[src/rtl/keypad_pkg.sv]
// Shared scan states, the no-key marker and key-code sizing for the keypad scanner.
package keypad_pkg;

  localparam logic [0:0] ST_DRIVE = 1'b0;
  localparam logic [0:0] ST_EVAL  = 1'b1;

  typedef enum logic [0:0] {
    DRIVE = ST_DRIVE,
    EVAL  = ST_EVAL
  } scan_state_t;

  // Widest candidate is 7 bits (8x8 matrix); users keep the low KW+1 bits, all ones.
  localparam logic [7:0] KEY_NONE = '1;

  function automatic int key_width(input int cols, input int rows);
    return $clog2(cols * rows);
  endfunction

endpackage

[src/rtl/keypad_scanner_if.sv]
// Matrix pins plus key-event handshake; master is the scanner, slave is the matrix/consumer side.
interface keypad_scanner_if
  import keypad_pkg::*;
#(
  parameter int NUM_COLS = 4,
  parameter int NUM_ROWS = 4
) ();

  localparam int KW = key_width(NUM_COLS, NUM_ROWS);

  logic [NUM_COLS-1:0] colunas;
  logic [NUM_ROWS-1:0] linhas;
  logic [KW-1:0]       key_code;
  logic                key_valid;
  logic                key_ack;
  logic                overrun;
  logic                multi_err;

  modport master (
    input  linhas, key_ack,
    output colunas, key_code, key_valid, overrun, multi_err
  );

  modport slave (
    output linhas, key_ack,
    input  colunas, key_code, key_valid, overrun, multi_err
  );

endinterface

[src/rtl/keypad_debounce.sv]
// Frame-rate debounce: accepts a candidate after DEBOUNCE_SCANS identical frames, strobes press in that EVAL.
// KEYPAD_REPEAT_EN adds an auto-repeat strobe every REPEAT_FRAMES frames while a key stays held.
module keypad_debounce
  import keypad_pkg::*;
#(
  parameter int KW             = 4,
  parameter int DEBOUNCE_SCANS = 8,
  parameter int REPEAT_FRAMES  = 64
) (
  input  logic        clock,
  input  logic        reset,
  input  logic        eval,
  input  logic [KW:0] cand,
  output logic [KW:0] stable,
  output logic        press,
  output logic        rpt
);

  localparam logic [KW:0] NONE = KEY_NONE[KW:0];
  localparam int          DW   = $clog2(DEBOUNCE_SCANS + 1);

  logic [KW:0]   last_cand;
  logic [DW-1:0] cnt;
  logic          settled;

  // True only on the EVAL where the run length first reaches DEBOUNCE_SCANS.
  assign settled = eval && (cand == last_cand) && (cnt == DW'(DEBOUNCE_SCANS - 1));
  assign press   = settled && (cand != NONE) && (cand != stable);

  always_ff @(posedge clock or posedge reset) begin
    if (reset) begin
      last_cand <= NONE;
      cnt       <= '0;
      stable    <= NONE;
    end else if (eval) begin
      if (cand == last_cand) begin
        if (cnt != DW'(DEBOUNCE_SCANS))
          cnt <= cnt + 1'b1;
      end else begin
        last_cand <= cand;
        cnt       <= DW'(1);
      end
      if (settled)
        stable <= cand;
    end
  end

`ifdef KEYPAD_REPEAT_EN
  localparam int RW = $clog2(REPEAT_FRAMES + 1);

  logic [RW-1:0] rcnt;
  logic          released;

  assign released = settled && (cand == NONE);
  assign rpt      = eval && !press && !released && (stable != NONE) &&
                    (rcnt == RW'(REPEAT_FRAMES - 1));

  always_ff @(posedge clock or posedge reset) begin
    if (reset)
      rcnt <= '0;
    else if (eval) begin
      if (press || released || (stable == NONE) || rpt)
        rcnt <= '0;
      else
        rcnt <= rcnt + 1'b1;
    end
  end
`else
  assign rpt = 1'b0;
`endif

endmodule

[src/rtl/keypad_scanner.sv]
// Keypad matrix scanner: one-hot column drive, frame capture, ghost rejection, debounce, valid/ack event out.
// Event DEBOUNCE_SCANS frames after press; an unacked event drops newer ones (overrun). Repeat: KEYPAD_REPEAT_EN.
module keypad_scanner
  import keypad_pkg::*;
#(
  parameter int NUM_COLS       = 4,
  parameter int NUM_ROWS       = 4,
  parameter int SETTLE_CYCLES  = 4,
  parameter int DEBOUNCE_SCANS = 8,
  parameter int REPEAT_FRAMES  = 64
) (
  input logic              clock,
  input logic              reset,
  keypad_scanner_if.master kp
);

  localparam int          KW    = key_width(NUM_COLS, NUM_ROWS);
  localparam int          CANDW = KW + 1;
  localparam int          NK    = NUM_COLS * NUM_ROWS;
  localparam int          CW    = $clog2(NUM_COLS);
  localparam int          SW    = $clog2(SETTLE_CYCLES);
  localparam logic [KW:0] NONE  = KEY_NONE[KW:0];

  scan_state_t   state;
  logic          run;
  logic [CW-1:0] col;
  logic [SW-1:0] settle;
  logic [NK-1:0] frame;

  logic [1:0]    ones;
  logic [KW:0]   first_idx;
  logic [KW:0]   cand;
  logic [KW:0]   stable;
  logic          press;
  logic          rpt;
  logic          evt;
  logic [KW-1:0] evt_code;

  // run holds the scan off for the first cycle after reset so column 0 gets its full settle time.
  assign kp.colunas = (run && state == DRIVE) ? (NUM_COLS'(1) << col) : '0;

  always_ff @(posedge clock or posedge reset) begin
    if (reset) begin
      state  <= DRIVE;
      run    <= 1'b0;
      col    <= '0;
      settle <= '0;
      frame  <= '0;
    end else begin
      run <= 1'b1;
      if (run) begin
        case (state)
          DRIVE: begin
            if (settle == SW'(SETTLE_CYCLES - 1)) begin
              frame[col*NUM_ROWS +: NUM_ROWS] <= kp.linhas;
              settle <= '0;
              if (col == CW'(NUM_COLS - 1))
                state <= EVAL;
              else
                col <= col + 1'b1;
            end else begin
              settle <= settle + 1'b1;
            end
          end
          EVAL: begin
            state <= DRIVE;
            col   <= '0;
          end
          default: state <= DRIVE;
        endcase
      end
    end
  end

  // ones saturates at 2: anything above a single key is a ghosting risk and is rejected.
  always_comb begin
    ones      = 2'd0;
    first_idx = NONE;
    for (int i = 0; i < NK; i++) begin
      if (frame[i]) begin
        if (ones == 2'd0)
          first_idx = CANDW'(i);
        if (ones != 2'd2)
          ones = ones + 2'd1;
      end
    end
    cand = (ones == 2'd1) ? first_idx : NONE;
  end

  keypad_debounce #(
    .KW             (KW),
    .DEBOUNCE_SCANS (DEBOUNCE_SCANS),
    .REPEAT_FRAMES  (REPEAT_FRAMES)
  ) u_debounce (
    .clock  (clock),
    .reset  (reset),
    .eval   (state == EVAL),
    .cand   (cand),
    .stable (stable),
    .press  (press),
    .rpt    (rpt)
  );

  assign evt      = press | rpt;
  assign evt_code = press ? cand[KW-1:0] : stable[KW-1:0];

  always_ff @(posedge clock or posedge reset) begin
    if (reset) begin
      kp.key_code  <= '0;
      kp.key_valid <= 1'b0;
      kp.overrun   <= 1'b0;
      kp.multi_err <= 1'b0;
    end else begin
      if (state == EVAL && ones == 2'd2)
        kp.multi_err <= 1'b1;
      if (evt) begin
        if (!kp.key_valid || kp.key_ack) begin
          kp.key_code  <= evt_code;
          kp.key_valid <= 1'b1;
        end else begin
          kp.overrun <= 1'b1;
        end
      end else if (kp.key_valid && kp.key_ack) begin
        kp.key_valid <= 1'b0;
      end
    end
  end

endmodule

[src/flat_wrapper.sv]
// flat-port wrapper written by rule: the top's interface ports become plain ports
module keypad_scanner_flat import keypad_pkg::*;
#(
  parameter int NUM_COLS       = 4,
  parameter int NUM_ROWS       = 4,
  parameter int SETTLE_CYCLES  = 4,
  parameter int DEBOUNCE_SCANS = 8,
  parameter int REPEAT_FRAMES  = 64
)
  (clock, reset, kp_linhas, kp_key_ack, kp_colunas, kp_key_code, kp_key_valid, kp_overrun, kp_multi_err);
  keypad_scanner_if #(.NUM_COLS(NUM_COLS), .NUM_ROWS(NUM_ROWS)) kp_i ();
  input logic clock;
  input logic reset;
  input wire logic [$bits(kp_i.linhas)-1:0] kp_linhas;
  input wire logic [$bits(kp_i.key_ack)-1:0] kp_key_ack;
  output wire logic [$bits(kp_i.colunas)-1:0] kp_colunas;
  output wire logic [$bits(kp_i.key_code)-1:0] kp_key_code;
  output wire logic [$bits(kp_i.key_valid)-1:0] kp_key_valid;
  output wire logic [$bits(kp_i.overrun)-1:0] kp_overrun;
  output wire logic [$bits(kp_i.multi_err)-1:0] kp_multi_err;
  assign kp_i.linhas = kp_linhas;
  assign kp_i.key_ack = kp_key_ack;
  assign kp_colunas = kp_i.colunas;
  assign kp_key_code = kp_i.key_code;
  assign kp_key_valid = kp_i.key_valid;
  assign kp_overrun = kp_i.overrun;
  assign kp_multi_err = kp_i.multi_err;
  keypad_scanner #(.NUM_COLS(NUM_COLS), .NUM_ROWS(NUM_ROWS), .SETTLE_CYCLES(SETTLE_CYCLES), .DEBOUNCE_SCANS(DEBOUNCE_SCANS), .REPEAT_FRAMES(REPEAT_FRAMES)) u_core (.clock(clock), .reset(reset), .kp(kp_i));
endmodule
[config.mk]
export PLATFORM = sky130hd
export DESIGN_NAME = keypad_scanner_flat
export DESIGN_NICKNAME = d
export VERILOG_FILES = /design/src/rtl/keypad_pkg.sv /design/src/rtl/keypad_scanner_if.sv /design/src/rtl/keypad_debounce.sv /design/src/rtl/keypad_scanner.sv /design/src/flat_wrapper.sv
export SDC_FILE = /design/constraint.sdc
export NUM_CORES = 1
export LEC_CHECK = 0
export BUFFER_PORTS_ARGS = -buffer_cell sky130_fd_sc_hd__buf_4
export CORE_AREA = 2 2 100 126
export CTS_BUF_LIST = sky130_fd_sc_hd__clkbuf_4 sky130_fd_sc_hd__clkbuf_8
export DETAILED_ROUTE_END_ITERATION = 12
export DIE_AREA = 0 0 102 128
export PLACE_DENSITY = 0.53
export SYNTH_ARGS = -nofsm -noshare
export SYNTH_HDL_FRONTEND = slang
export SYNTH_SLANG_ARGS = --single-unit
export TNS_END_PERCENT = 20
[constraint.sdc]
create_clock -name clock -period 5.7 [get_ports clock]
set_input_delay 0.57 -clock clock [delete_from_list [all_inputs] [get_ports clock]]
set_output_delay 0.57 -clock clock [all_outputs]
set_load 0.01 [all_outputs]
# Word-level counts from Yosys, hierarchy flattened
# Index checks and enable logic that the tools add are counted.
# word_totals
reg_bits	43
input_bits	7
output_inout_bits	11
elab_cells	176
# op_classes
add_sub_neg	19
eq_ne	28
shifts	3
n_mux	77
bitwise_logic	3
n_reduce_logical	34
# ops
op	count
5-bit 2-to-1 mux	32
2-bit 2-to-1 mux	33
2-bit != test (second input constant)	17
4-bit negation with 34-bit output	1
4-bit by 34-bit variable shift with 16-bit output (first input constant)	1
4-bit by 34-bit variable part select with 16-bit output	1
2-bit by 1-bit adder with 2-bit output (second input constant)	16
2-bit zero test	15
16-bit bitwise mux	1
2-bit AND reduction	7
4-bit 2-to-1 mux	3
1-bit logical AND	7
2-bit == test (second input constant)	3
1-bit 2-to-1 mux	6
3-bit AND reduction	2
5-bit == test	1
5-bit != test	1
5-bit != test (second input constant)	1
4-bit by 1-bit adder with 4-bit output (second input constant)	1
4-bit by 3-bit == test with 1-bit output (second input constant)	1
4-bit != test (second input constant)	1
2-bit case mux with 2 select lines	1
1-bit by 2-bit left shift with 4-bit output (first input constant)	1
1-bit inverter	3
other kinds (8)	8

# Depth between registers and ports, before layout
# depth
word_depth	55
mapped_depth	24
ltp_nobuf	22

# Cells and area by module
# Synthesis repeated with hierarchy kept, for this count alone.
# hier_totals
cells_unflattened	524
hier_area_um2	4289.1
# modules_own_cells
mod	n_inst	cells_each	area_each_um2	seq_area_each_um2
keypad_scanner	1	457	3485.8	725.7
keypad_debounce	1	67	803.3	362.8

# Worst setup path before layout
# No wires, ideal clock.
# synth_timing
path_kind	register to register
start	register u_core.frame[0]
end	register u_core.kp.key_code[2]
setup_ns	0.128
arrival_ns	6.160
required_ns	5.572
path_slack_ns	-0.588
path_stages_with_launch	25
path_buffers	2
period_less_slack_ns	6.288
path_cell_list	dfrtp_1 inv_1 ha_1 or4b_4 buf_6 o21a_1 buf_6 nor3_4 o2111ai_2 a211o_1 a32oi_4 o221ai_1 nor2_1 a22oi_1 and4_4 o311ai_1 o21ai_0 a211oi_1 mux2_4 o31a_1 o221a_1 or3_1 a32oi_1 o2111ai_2 mux2_1
# synth_via
elab_chain_len	54
word_cells_on_any_way	117
classes_between	add/sub (15); eq/ne (19); mux (63); reduce/logical (20)
# synth_rtl
item	line	rtl
start, declared	keypad_scanner.sv:28	logic [NK-1:0] frame;
start signal, assigned by index	keypad_scanner.sv:55	frame[col*NUM_ROWS +: NUM_ROWS] <= kp.linhas;
1-bit 2-to-1 mux	keypad_scanner.sv:80	if (frame[i]) begin
1-bit by 1-bit adder with 2-bit output / 1-bit by 2-bit != test with 1-bit output (equally long branches)	keypad_scanner.sv:84, keypad_scanner.sv:83	
2-bit 2-to-1 mux	keypad_scanner.sv:83	if (ones != 2'd2)
2-bit 2-to-1 mux	keypad_scanner.sv:80	
2-bit by 1-bit adder with 2-bit output / 2-bit != test (equally long branches)	keypad_scanner.sv:84, keypad_scanner.sv:83	
2-bit 2-to-1 mux	keypad_scanner.sv:83	
2-bit 2-to-1 mux	keypad_scanner.sv:80	
2-bit by 1-bit adder with 2-bit output / 2-bit != test (equally long branches)	keypad_scanner.sv:84, keypad_scanner.sv:83	
[36 not listed]	--	
2-bit 2-to-1 mux	keypad_scanner.sv:83	
2-bit 2-to-1 mux	keypad_scanner.sv:80	
2-bit by 1-bit == test with 1-bit output	keypad_scanner.sv:87	cand = (ones == 2'd1) ? first_idx : NONE;
5-bit 2-to-1 mux (*)	keypad_scanner.sv:87	
5-bit == test	keypad_debounce.sv:27	assign settled = eval && (cand == last_cand) && (cnt == DW'(DEBOUNCE_SCANS - 1));
1-bit logical AND (2 in a row)	keypad_debounce.sv:27	
1-bit logical AND (2 in a row)	keypad_debounce.sv:28	assign press = settled && (cand != NONE) && (cand != stable);
2-bit AND reduction (no line)	--	
end signal, assigned	keypad_scanner.sv:118	kp.key_code <= evt_code;
end, declared	keypad_scanner_if.sv:21	output colunas, key_code, key_valid, overrun, multi_err
# Mark *: on every way between the ends. The rest lies on a longest branch, timed or not.
# A chain may end at the register's enable or synchronous reset.

# Worst setup path after layout
# layout_timing
start	register u_core.frame[0]
end	register u_core.kp.key_code[3]
# Same word-level chain as after synthesis.

==> run metrics <==
Fin. Hold Viols 0; Hold Slack roughly 0.40 ns; Post-DP HPWL 11100 um; max-cap violations 0; Rows 45; HP Class in2async; DIE AREA 0.0131 mm2; htree depth 2; register area 0.00109 mm2; CP Cell Sequence inv_2, ha_4, or4b_4, o21a_4, nor3_4, o2111ai_4, a211o_1, a32oi_4, a22oi_4, buf_4, mux2i_1, a22oi_1, buf_4, and3_4, a221o_1, a31oi_2, o211ai_1, mux2_4, o31a_1, o221a_1, or3_1, a32oi_2, o2111ai_4, mux2_4; Synthesized Nets 585; CTS tree done; Buffers & Inverters on Critical Path 3; commonest non-fill, non-tap cell in the layout buf_4; Setup Viol. Count Final 18; Worst setup EP type flop; crit path DAT roughly 6.6 ns; CTS Buffer Depth 2; clock network latency to the later pin of the worst-skew pair 0.30 ns; CTS Hold Bufs 0; Yosys warnings 0; area grow syn2layout 46.2%; Synth Area per Inst 8.23 um2; met1 usage 27.0%; Post-DRT Antenna Nets 0; wire per inst between 15 and 20 um; synth unique cells 106; crit-path leading delay family compound AO/OA/AOI/OAI gates; Sink Count 43; die width 102 um; final worst slack -0.752 ns; Setup Crit Path Kind reg2reg; DRT Pass-1 Iters 5; met2 usage 41.8%; Boundary Pins 18; Layout Skew 0.00883 ns; largest net degree at the start of global routing 44; CTS root buffer clkbuf_8; IO buf count 17; most frequent cells in the layout buf_4 (176), nand2_1 (59), nor2_1 (37), o21ai_0 (34), dfrtp_1 (33); Mapped Cells 563; slew margin rel. between 50% and 60%; initial core utilization about 39%; Max Freq approximately 160 MHz; Required @ worst endpoint 5.88 ns; Placer Congestion approximately 0.91; Slew @ Worst Pin 0.742 ns; Main synth FF type dfrtp_1; total inserted antenna cells 0; crit path time final 6.45 ns; Post-route DRC 0; # fillers between 1000 and 1500; overall routing resource usage 22.6%; core area 0.0119 mm2; multi-input logic area 0.00394 mm2; unrepaired setup endpoints after global routing true; failing checks negative setup slack; Max stage delay on crit path about 0.57 ns; synthesized area between 0.004 and 0.005 mm2; startpoint types flop; fin crit share 113%; Layout Nets ~750; global-route wire length before repair between 20000 and 25000 um; clock slew seen by the registers of the worst setup and hold paths 0.08 ns; ratio of cells with drive above 1 in the final layout 44.1%; status finished with violations; vias in the first global route between 5000 and 6000; Worst path slowest cell or4b_4; routed vias 5154; grt peak-use layer met2; Iteration-0 DRC Markers 258; TritonCTS buffer count 5; FFs w/ async S/R, synth 100%; grt total ovfl 0; GRT met3 Usage 1.85%; synthesized flop and latch total 43; Detailed Route WL between 10000 and 15000 um; Post-synth EDFFs 0; vias per cell 5.80; sequential area share after synthesis 23.5%; Slew Limit Fails 0; initial antenna violation count 0; Die H 128 um; crit path max fanout 7
## stage by stage
stage | setup TNS (ns) | area (um2) | utilization, % | setup slack (ns) | std cells
after global routing | -15.13 | 6780 | 56.8 | -0.975 | 888
after CTS | -9.26 | 6540 | 54.8 | -0.654 | 882
after floorplan | -3.92 | 4730 | - | -0.416 | 563
after detailed placement | -13.66 | 5960 | 49.9 | -0.917 | 854
final | -10.44 | 6780 | 56.8 | -0.752 | 888
after global placement | -12.91 | 5960 | 49.9 | -0.858 | 854
## state kept, by name, indices dropped and copies added (netlist names), 2 cells and up
register,flops
u_core.u_debounce.cnt,4
u_core.frame,16
u_core.settle,2
u_core.col,2
u_core.u_debounce.stable,5
u_core.kp.key_code,4
u_core.u_debounce.last_cand,5
## worst register-to-register path, stage by stage (launching register included)
cell and delay, ns:
dfrtp_1 0.42, inv_2 0.10, ha_4 0.21, or4b_4 0.57, o21a_4 0.18, nor3_4 0.20
o2111ai_4 0.18, a211o_1 0.37, a32oi_4 0.34, a22oi_4 0.16, buf_4 0.18, mux2i_1 0.12
a22oi_1 0.12, buf_4 0.17, and3_4 0.18, a221o_1 0.44, a31oi_2 0.24, o211ai_1 0.16
mux2_4 0.33, o31a_1 0.25, o221a_1 0.28, or3_1 0.33, a32oi_2 0.29, o2111ai_4 0.18
mux2_4 0.34
## kinds of logic (layout without fill, tap and decap cells)
kind of cell,Yosys count,after routing,synth area share (%)
simple gates,212,212,23.6
compound gates,205,205,35.4
buf+inv,50,211,4.62
flops,43,43,23.5
mux,21,21,5.18
xor+xnor,16,16,3.59
fa+ha+maj,15,15,4.05
other cells,1,1,0.0809
## what timing repair did
action	CTS	global route
endpoints found under the hold margin	0	0
setup endpoints to repair	20	20
resized for setup	66	35
pin swaps	32	29
setup buffers	20	6
## routing by layer
layer | share of wire (%) | vias to the layer above
met1 | 41 | 2501
met5 | 0 | -
li1 | - | 2484
met4 | 2.5 | 0
met2 | 54 | 132
met3 | 3.0 | 37
## Yosys cell counts (all sizes together) (7+ instances only)
master,count,area [um2]
a21o,8,60.1
a21oi,22,114
a31oi,7,43.8
a32oi,8,88.8
and2,10,62.6
buf,7,52.5
clkbuf,19,71.3
dfrtp,33,826
dfstp,10,263
ha,15,188
inv,22,82.6
mux2,11,128
mux2i,10,113
nand2,60,225
nand3,23,115
nor2,42,160
nor2b,8,50.1
nor3,20,121
nor4,8,50.1
o211ai,12,109
o21ai,50,258
o22ai,11,81.3
or2,8,50.1
xnor2,8,70.1
xor2,8,96.4
## final timing paths
path                                                 start                                 endpoint  slack [ns]  cells after the start
setup / recovery               u_core.frame[0]$_DFFE_PP0P_        u_core.kp.key_code[3]$_DFFE_PP0P_       -0.75                     24
hold / removal                                       reset             u_core.settle[1]$_DFFE_PP0P_        0.40                      3
setup reg to reg               u_core.frame[0]$_DFFE_PP0P_        u_core.kp.key_code[3]$_DFFE_PP0P_       -0.75                     24
hold reg to reg            u_core.kp.multi_err$_DFFE_PP0P_          u_core.kp.multi_err$_DFFE_PP0P_        0.46                      1
max in group asynchronous                            reset  u_core.u_debounce.stable[2]$_DFFE_PP1P_        4.92                      3
min in group clock         u_core.kp.multi_err$_DFFE_PP0P_          u_core.kp.multi_err$_DFFE_PP0P_        0.46                      1
## layout make-up
cell class              count  area share [%]
multi-input cells         470            58.2
repair buffers            179            20.0
flip-flops and latches     43            16.1
well taps                 164            3.03
inverters                  24            1.33
clock buffers               6            1.22
clock inverters             2           0.203
Power is left out: the tool's default activity adds up to more than one toggle a clock period on the data nets, which glitch-free logic cannot reach.
